--- config.mk ---
export PLATFORM = sky130hd
export DESIGN_NAME = seg7_display_ctrl
export DESIGN_NICKNAME = d
export VERILOG_FILES = /design/src/rtl/seg7_pkg.sv /design/src/rtl/seg7_hex_decoder.sv /design/src/rtl/seg7_display_ctrl.sv
export SDC_FILE = /design/constraint.sdc
export NUM_CORES = 1
export LEC_CHECK = 0
export ABC_CLOCK_PERIOD_IN_PS = 3800
export CORE_MARGIN = 3
export CORE_UTILIZATION = 25
export CTS_BUF_LIST = sky130_fd_sc_hd__clkbuf_4
export CTS_CLUSTER_DIAMETER = 120
export DETAILED_ROUTE_END_ITERATION = 7
export SLEW_MARGIN = 10
export SYNTH_ARGS = -nofsm -noshare
export SYNTH_HDL_FRONTEND = slang
export SYNTH_SLANG_ARGS = --single-unit
--- constraint.sdc ---
create_clock -name clk -period 3.8 [get_ports clk]
set_clock_uncertainty 0.05 [all_clocks]
set_input_delay 0.38 -clock clk [delete_from_list [all_inputs] [get_ports clk]]
set_output_delay 0.38 -clock clk [all_outputs]
set_load 0.005 [all_outputs]
--- src/rtl/seg7_pkg.sv ---
// Shared definitions for the seven-segment display controller: register map,
// segment pattern type and the hex-to-segment table (active-high, bit0=a .. bit6=g).
package seg7_pkg;

  typedef logic [6:0] seg_t;

  localparam logic [3:0] REG_VALUE      = 4'd0;
  localparam logic [3:0] REG_RAW_EN     = 4'd1;
  localparam logic [3:0] REG_BLANK      = 4'd2;
  localparam logic [3:0] REG_BLINK_EN   = 4'd3;
  localparam logic [3:0] REG_BLINK_HALF = 4'd4;
  localparam logic [3:0] REG_BRIGHT     = 4'd5;
  localparam logic [3:0] REG_RAW_BASE   = 4'd8;

  localparam seg_t HEX_TABLE [16] = '{
    7'h3F, 7'h06, 7'h5B, 7'h4F, 7'h66, 7'h6D, 7'h7D, 7'h07,
    7'h7F, 7'h6F, 7'h77, 7'h7C, 7'h39, 7'h5E, 7'h79, 7'h71
  };

  function automatic seg_t hex_to_seg(input logic [3:0] nibble);
    return HEX_TABLE[nibble];
  endfunction

endpackage

--- src/rtl/seg7_hex_decoder.sv ---
// Combinational nibble to seven-segment decoder (active-high pattern).
module seg7_hex_decoder
  import seg7_pkg::*;
(
  input  logic [3:0] i_nibble,
  output seg_t       o_seg
);

  assign o_seg = hex_to_seg(i_nibble);

endmodule

--- src/rtl/seg7_display_ctrl.sv ---
// Avalon-MM seven-segment bank: per-digit hex/raw select, blanking, blink and
// global PWM brightness, with a registered segment bus.
module seg7_display_ctrl
  import seg7_pkg::*;
#(
  parameter int          NUM_DIGITS  = 4,
  parameter int          PWM_BITS    = 4,
  parameter int          ACTIVE_LOW  = 1,
  parameter int unsigned BLINK_RESET = 25000000
) (
  input  logic                    clk,
  input  logic                    reset,
  input  logic [3:0]              avs_address,
  input  logic                    avs_write,
  input  logic [31:0]             avs_writedata,
  input  logic                    avs_read,
  output logic [31:0]             avs_readdata,
  output logic [7*NUM_DIGITS-1:0] seg_out
);

  localparam int unsigned        BRIGHT_MAX_INT = 2 ** PWM_BITS;
  localparam logic [PWM_BITS:0]  BRIGHT_MAX     = BRIGHT_MAX_INT[PWM_BITS:0];
  localparam logic [31:0]        BLINK_INIT     = BLINK_RESET;

  logic [4*NUM_DIGITS-1:0] r_value;
  logic [NUM_DIGITS-1:0]   r_rawEn;
  logic [NUM_DIGITS-1:0]   r_blank;
  logic [NUM_DIGITS-1:0]   r_blinkEn;
  logic [31:0]             r_blinkHalf;
  logic [PWM_BITS:0]       r_bright;
  seg_t                    r_raw [NUM_DIGITS];

  logic [31:0]             r_blinkCnt;
  logic                    r_blinkPhase;
  logic [PWM_BITS-1:0]     r_pwmCnt;

  logic [31:0]             r_readData;
  logic [31:0]             w_readMux;
  logic [7*NUM_DIGITS-1:0] r_segOut;
  logic [7*NUM_DIGITS-1:0] w_lit;
  logic                    w_pwmOn;
  logic                    w_wrBlinkHalf;

  assign w_wrBlinkHalf = avs_write && (avs_address == REG_BLINK_HALF);

  always_ff @(posedge clk) begin
    if (reset) begin
      r_value     <= '0;
      r_rawEn     <= '0;
      r_blank     <= '0;
      r_blinkEn   <= '0;
      r_blinkHalf <= BLINK_INIT;
      r_bright    <= BRIGHT_MAX;
      for (int i = 0; i < NUM_DIGITS; i++) r_raw[i] <= '0;
    end else if (avs_write) begin
      case (avs_address)
        REG_VALUE:      r_value     <= avs_writedata[4*NUM_DIGITS-1:0];
        REG_RAW_EN:     r_rawEn     <= avs_writedata[NUM_DIGITS-1:0];
        REG_BLANK:      r_blank     <= avs_writedata[NUM_DIGITS-1:0];
        REG_BLINK_EN:   r_blinkEn   <= avs_writedata[NUM_DIGITS-1:0];
        REG_BLINK_HALF: r_blinkHalf <= avs_writedata;
        REG_BRIGHT: begin
          // Anything above full scale saturates to "always on".
          if (avs_writedata > BRIGHT_MAX_INT) r_bright <= BRIGHT_MAX;
          else                                r_bright <= avs_writedata[PWM_BITS:0];
        end
        default: ;
      endcase
      for (int i = 0; i < NUM_DIGITS; i++) begin
        if (avs_address == 4'(REG_RAW_BASE + i)) r_raw[i] <= avs_writedata[6:0];
      end
    end
  end

  // A BLINK_HALF write restarts the blink period with the digits visible.
  always_ff @(posedge clk) begin
    if (reset || w_wrBlinkHalf || (r_blinkHalf == 32'd0)) begin
      r_blinkCnt   <= '0;
      r_blinkPhase <= 1'b1;
    end else if (r_blinkCnt == r_blinkHalf - 32'd1) begin
      r_blinkCnt   <= '0;
      r_blinkPhase <= ~r_blinkPhase;
    end else begin
      r_blinkCnt   <= r_blinkCnt + 32'd1;
    end
  end

  always_ff @(posedge clk) begin
    if (reset) r_pwmCnt <= '0;
    else       r_pwmCnt <= r_pwmCnt + 1'b1;
  end

  assign w_pwmOn = {1'b0, r_pwmCnt} < r_bright;

  for (genvar g = 0; g < NUM_DIGITS; g++) begin : g_digit
    seg_t w_hex;
    seg_t w_pat;
    logic w_show;

    seg7_hex_decoder u_dec (
      .i_nibble (r_value[4*g +: 4]),
      .o_seg    (w_hex)
    );

    assign w_pat  = r_rawEn[g] ? r_raw[g] : w_hex;
    assign w_show = ~r_blank[g] & (~r_blinkEn[g] | r_blinkPhase) & w_pwmOn;
    assign w_lit[7*g +: 7] = w_pat & {7{w_show}};
  end

  always_ff @(posedge clk) begin
    if (reset) r_segOut <= (ACTIVE_LOW != 0) ? {7*NUM_DIGITS{1'b1}} : '0;
    else       r_segOut <= (ACTIVE_LOW != 0) ? ~w_lit : w_lit;
  end

  always_comb begin
    w_readMux = '0;
    case (avs_address)
      REG_VALUE:      w_readMux = 32'(r_value);
      REG_RAW_EN:     w_readMux = 32'(r_rawEn);
      REG_BLANK:      w_readMux = 32'(r_blank);
      REG_BLINK_EN:   w_readMux = 32'(r_blinkEn);
      REG_BLINK_HALF: w_readMux = r_blinkHalf;
      REG_BRIGHT:     w_readMux = 32'(r_bright);
      default: ;
    endcase
    for (int i = 0; i < NUM_DIGITS; i++) begin
      if (avs_address == 4'(REG_RAW_BASE + i)) w_readMux = 32'(r_raw[i]);
    end
  end

  // Sampling pre-edge state makes a same-cycle write return the old value.
  always_ff @(posedge clk) begin
    if (reset)         r_readData <= '0;
    else if (avs_read) r_readData <= w_readMux;
  end

  assign avs_readdata = r_readData;
  assign seg_out      = r_segOut;

endmodule

==> out/metrics.json <==
{
  "layout": {
    "final_layout_size_suffix_gt1_frac": 0.0784,
    "most-common-layout-cells": "208 x sky130_fd_sc_hd__nand2_1, 162 x sky130_fd_sc_hd__dfxtp_1, 98 x sky130_fd_sc_hd__clkdlybuf4s50_1",
    "multiInputGateArea_um2": 5590,
    "final_util": 0.299,
    "final_net_count": 1342,
    "post_layout_nonfiller_instances": 1815,
    "layout.area.seq_um2": 4080,
    "postLayoutCellArea_um2": 11900,
    "mostFrequentLayoutCell": "sky130_fd_sc_hd__nand2_1",
    "nFillCells": 4209,
    "area.growth.synth_to_final_pct": 17.9
  },
  "outcome": {
    "status": "completed"
  },
  "hold_path": {
    "worst_hold_path_type": "input port to register",
    "worst_hold_end": "r_blinkHalf[27]",
    "worst_hold_startpoint": "avs_writedata[27]",
    "holdPathStages": 3
  },
  "worst_setup_path": {
    "r2r.worst_path.cells": 10,
    "reg2reg_slack_ns": 0.32,
    "crit_top_cell": "sky130_fd_sc_hd__nand4_1",
    "critical_register_to_register_path_endpoint": "r_blinkPhase",
    "critical_path_start_end_classification": "register to register",
    "path_cells": "inv_1 > ha_1 > nor4b_2 > nand4_1 > or4b_1 > a22oi_1 > nand4_1 > nor4_4 > buf_4 > mux2i_1",
    "critical_path_peak_fanout": 18,
    "crit_path_end_kind": "register",
    "cp_num_buf_inv": 2,
    "critical-path-slowest-cell": "sky130_fd_sc_hd__or4b_1",
    "start_of_the_worst_register_to_register_path": "r_blinkHalf[0]",
    "critical-path-max-stage-delay_ns": 0.53,
    "worst_setup_path_start_kind": "register",
    "worstPathRequired_ns": 4.28,
    "critical_path.top_delay_family": "simple AND/OR/NAND/NOR gates",
    "wp_data_arrival_ns": 3.96
  },
  "clocking": {
    "tritoncts_num_sinks": 190,
    "postCtsResizedCells": 0,
    "ctsRootBufferMaster": "sky130_fd_sc_hd__clkbuf_4",
    "numCtsBuffers": 17,
    "post_cts_buffers": 0,
    "cts_tree": "yes",
    "cts_max_path_buffers": 2,
    "cts_max_level": 4,
    "path_clk_slew_ns": 0.16,
    "clkLatencyLatePin_ns": 0.60
  },
  "grt": {
    "grt.total_usage": 0.141,
    "grt_start_max_net_pins": 89,
    "grt_antenna_before_repair": 1,
    "grt_pass1_vias": 8602,
    "first_pass_grt_wire_length_um": 49100,
    "grt_remaining_overflow": 0
  },
  "routing": {
    "vias_per_cell": 4.95,
    "detail_route.drc_violations": 0,
    "detail_route.first_pass.iterations": 5,
    "postRouteAntennaNets": 0,
    "detailedRoute.firstIterationViolations": 896,
    "routed_wirelength_um": 30800,
    "drt-wirelength-per-cell_um": 17.0,
    "vias": 8990
  },
  "timing": {
    "final-max-slew-violation-count": 0,
    "min_period_over_period": 0.915,
    "achievable-frequency_ghz": 0.287,
    "finalSetupViolations": 0,
    "maxSlewHeadroom": 0.258,
    "finalCriticalPeriod_ns": 3.48,
    "tns_ns": 0,
    "grt_setup_unrepaired": "no",
    "worst-slew-pin-transition_ns": 1.11,
    "timing_hold_violations_final": 0
  },
  "logic_synthesis": {
    "synth_enable_flop_cells": 28,
    "syn_area_per_cell_um2": 8.32,
    "ys_seq_elements": 190,
    "ys_dominant_reg_cell": "sky130_fd_sc_hd__dfxtp_1",
    "ys.warnings.count": 0,
    "synth_cells": 1218,
    "synth-seq-area-share": 0.403,
    "netlist_area_um2": 10100,
    "ys_async_sr_fraction": 0,
    "synthesis.nets": 1284,
    "synth_cell_type_count": 69
  },
  "floorplanning": {
    "dieWidth_um": 207,
    "rows": 73,
    "floorplan.die.height_um": 207,
    "design.core.area_um2": 39900,
    "start_util": 0.254,
    "floorplan.die_area_um2": 43000,
    "pin_count": 100
  },
  "flow_run": {
    "count_of_max_cap_constraint_violations": 0
  },
  "placed_design": {
    "port_buffers": 99,
    "placedInstanceArea_um2": 11600,
    "sum_of_net_half_perimeters_after_detailed_placement_um": 22700,
    "place.gp.congestion": 0.896,
    "post_placement_cell_count": 1781
  },
  "pwr": {
    "power_per_cell_area_nw_per_um2": 314,
    "total_power_mw": 3.75,
    "leakage_nw": 4.06,
    "vdd_drop_max_v": 0.000211
  }
}
==> power by group <==
part / total (mW) / internal, mW / switching, mW / leakage (nW)
sequential: 2.15 / 2.10 / 0.0504 / 1.59
combinational: 0.382 / 0.166 / 0.216 / 2.31
clock: 1.22 / 0.484 / 0.738 / 0.164
total: 3.75 / 2.75 / 1.00 / 4.06
==> synthesized netlist by cell type (5+ instances only) <==
master                     number  area, um^2
sky130_fd_sc_hd__or3_1          5        31.3
sky130_fd_sc_hd__nand2b_1       8        50.1
sky130_fd_sc_hd__dfxtp_1      162        3240
sky130_fd_sc_hd__nand3_1       65         325
sky130_fd_sc_hd__nor4_1        23         144
sky130_fd_sc_hd__o31ai_1        5        37.5
sky130_fd_sc_hd__nor3_2        20         200
sky130_fd_sc_hd__a41oi_1        5        43.8
sky130_fd_sc_hd__xor2_1        44         385
sky130_fd_sc_hd__a221oi_1       5        43.8
sky130_fd_sc_hd__nand2_1      208         781
sky130_fd_sc_hd__a31oi_1       14        87.6
sky130_fd_sc_hd__a21oi_1       75         375
sky130_fd_sc_hd__nor3_1        30         150
sky130_fd_sc_hd__xnor2_1       32         280
sky130_fd_sc_hd__nor2b_1       11        68.8
sky130_fd_sc_hd__o211ai_1      12        90.1
sky130_fd_sc_hd__a211oi_1       8        60.1
sky130_fd_sc_hd__and3_1         5        31.3
sky130_fd_sc_hd__ha_1          26         325
sky130_fd_sc_hd__nor3b_1        6        45.0
sky130_fd_sc_hd__o21ai_0       49         245
sky130_fd_sc_hd__edfxtp_1      28         841
sky130_fd_sc_hd__inv_1         27         101
sky130_fd_sc_hd__nor2_1        96         360
sky130_fd_sc_hd__a21o_1         7        52.6
sky130_fd_sc_hd__and2_1        29         181
sky130_fd_sc_hd__buf_1          6        22.5
sky130_fd_sc_hd__mux2i_1       34         340
sky130_fd_sc_hd__a22oi_1       14         105
sky130_fd_sc_hd__clkbuf_1      73         274
sky130_fd_sc_hd__nand4_1       14        87.6
==> final cells by class <==
cell class,count,area share
repair buffers,126,0.0997
flip-flops and latches,190,0.342
inverters,29,0.00912
clock inverters,12,0.0133
clock buffers,20,0.0126
well taps,525,0.0550
diodes,1,0.000210
multi-input cells,912,0.468
==> layer usage <==
| layer | track usage | vias up | wire (um) | part of all wire |
|---|---|---|---|---|
| met3 | 0.0298 | 39 | 1910 | 0.062 |
| met2 | 0.214 | 289 | 13500 | 0.44 |
| met4 | 0.0419 | 0 | 606 | 0.020 |
| met5 | 0 | - | 0 | 0 |
| met1 | 0.202 | 4293 | 14800 | 0.48 |
| li1 | - | 4369 | - | - |
==> flip-flops by register name, summed over array words and instances, names as in the netlist <==
register and count:
avs_readdata 32, r_blank 4, r_blinkCnt 32, r_blinkEn 4, r_blinkHalf 32, r_blinkPhase 1, r_bright 5, r_pwmCnt 4
r_raw 28, r_rawEn 4, r_value 16, seg_out 28
==> cells by family after synthesis <==
group                      after synthesis  share of synthesized area
DFF                                    190                      0.403
buffers and inverters                  116                     0.0464
AOI/OAI and AO/OA                      224                      0.139
and+or+nand+nor                        544                      0.266
xor gates and xnor gates                77                     0.0680
adders and majority gates               26                     0.0321
muxes                                   41                     0.0458
==> worst max path at each step <==
stage               cells after the start             end  slack [ns]            from
finish                                 10    r_blinkPhase        0.32  r_blinkHalf[0]
CTS                                    10    r_blinkPhase        0.35  r_blinkHalf[0]
global route                           10    r_blinkPhase        0.11  r_blinkHalf[0]
detailed placement                     10    r_blinkPhase        0.41  r_blinkHalf[0]
floorplan                              12  r_blinkCnt[23]        0.80  r_blinkHalf[1]
global placement                       10    r_blinkPhase        0.46  r_blinkHalf[0]
==> worst register-to-register path, stage by stage (launching register included) <==
cell and delay [ns]:
sky130_fd_sc_hd__dfxtp_1 0.43, sky130_fd_sc_hd__inv_1 0.10, sky130_fd_sc_hd__ha_1 0.32, sky130_fd_sc_hd__nor4b_2 0.52, sky130_fd_sc_hd__nand4_1 0.20, sky130_fd_sc_hd__or4b_1 0.53
sky130_fd_sc_hd__a22oi_1 0.17, sky130_fd_sc_hd__nand4_1 0.19, sky130_fd_sc_hd__nor4_4 0.33, sky130_fd_sc_hd__buf_4 0.35, sky130_fd_sc_hd__mux2i_1 0.22
==> what timing repair did <==
action	4_1_cts	5_1_grt
setup endpoints to repair	0	0
hold endpoints to repair	4	0
hold buffers	1	0
==> metrics by stage <==
step / hold slack, ns / worst slack, ns
floorplan: 0.376 / 0.802
global placement: 0.394 / 0.456
detailed placement: 0.405 / 0.410
CTS: 0.225 / 0.354
global route: 0.239 / 0.111
finish: 0.292 / 0.321
Power figures use the tool's default switching activity.
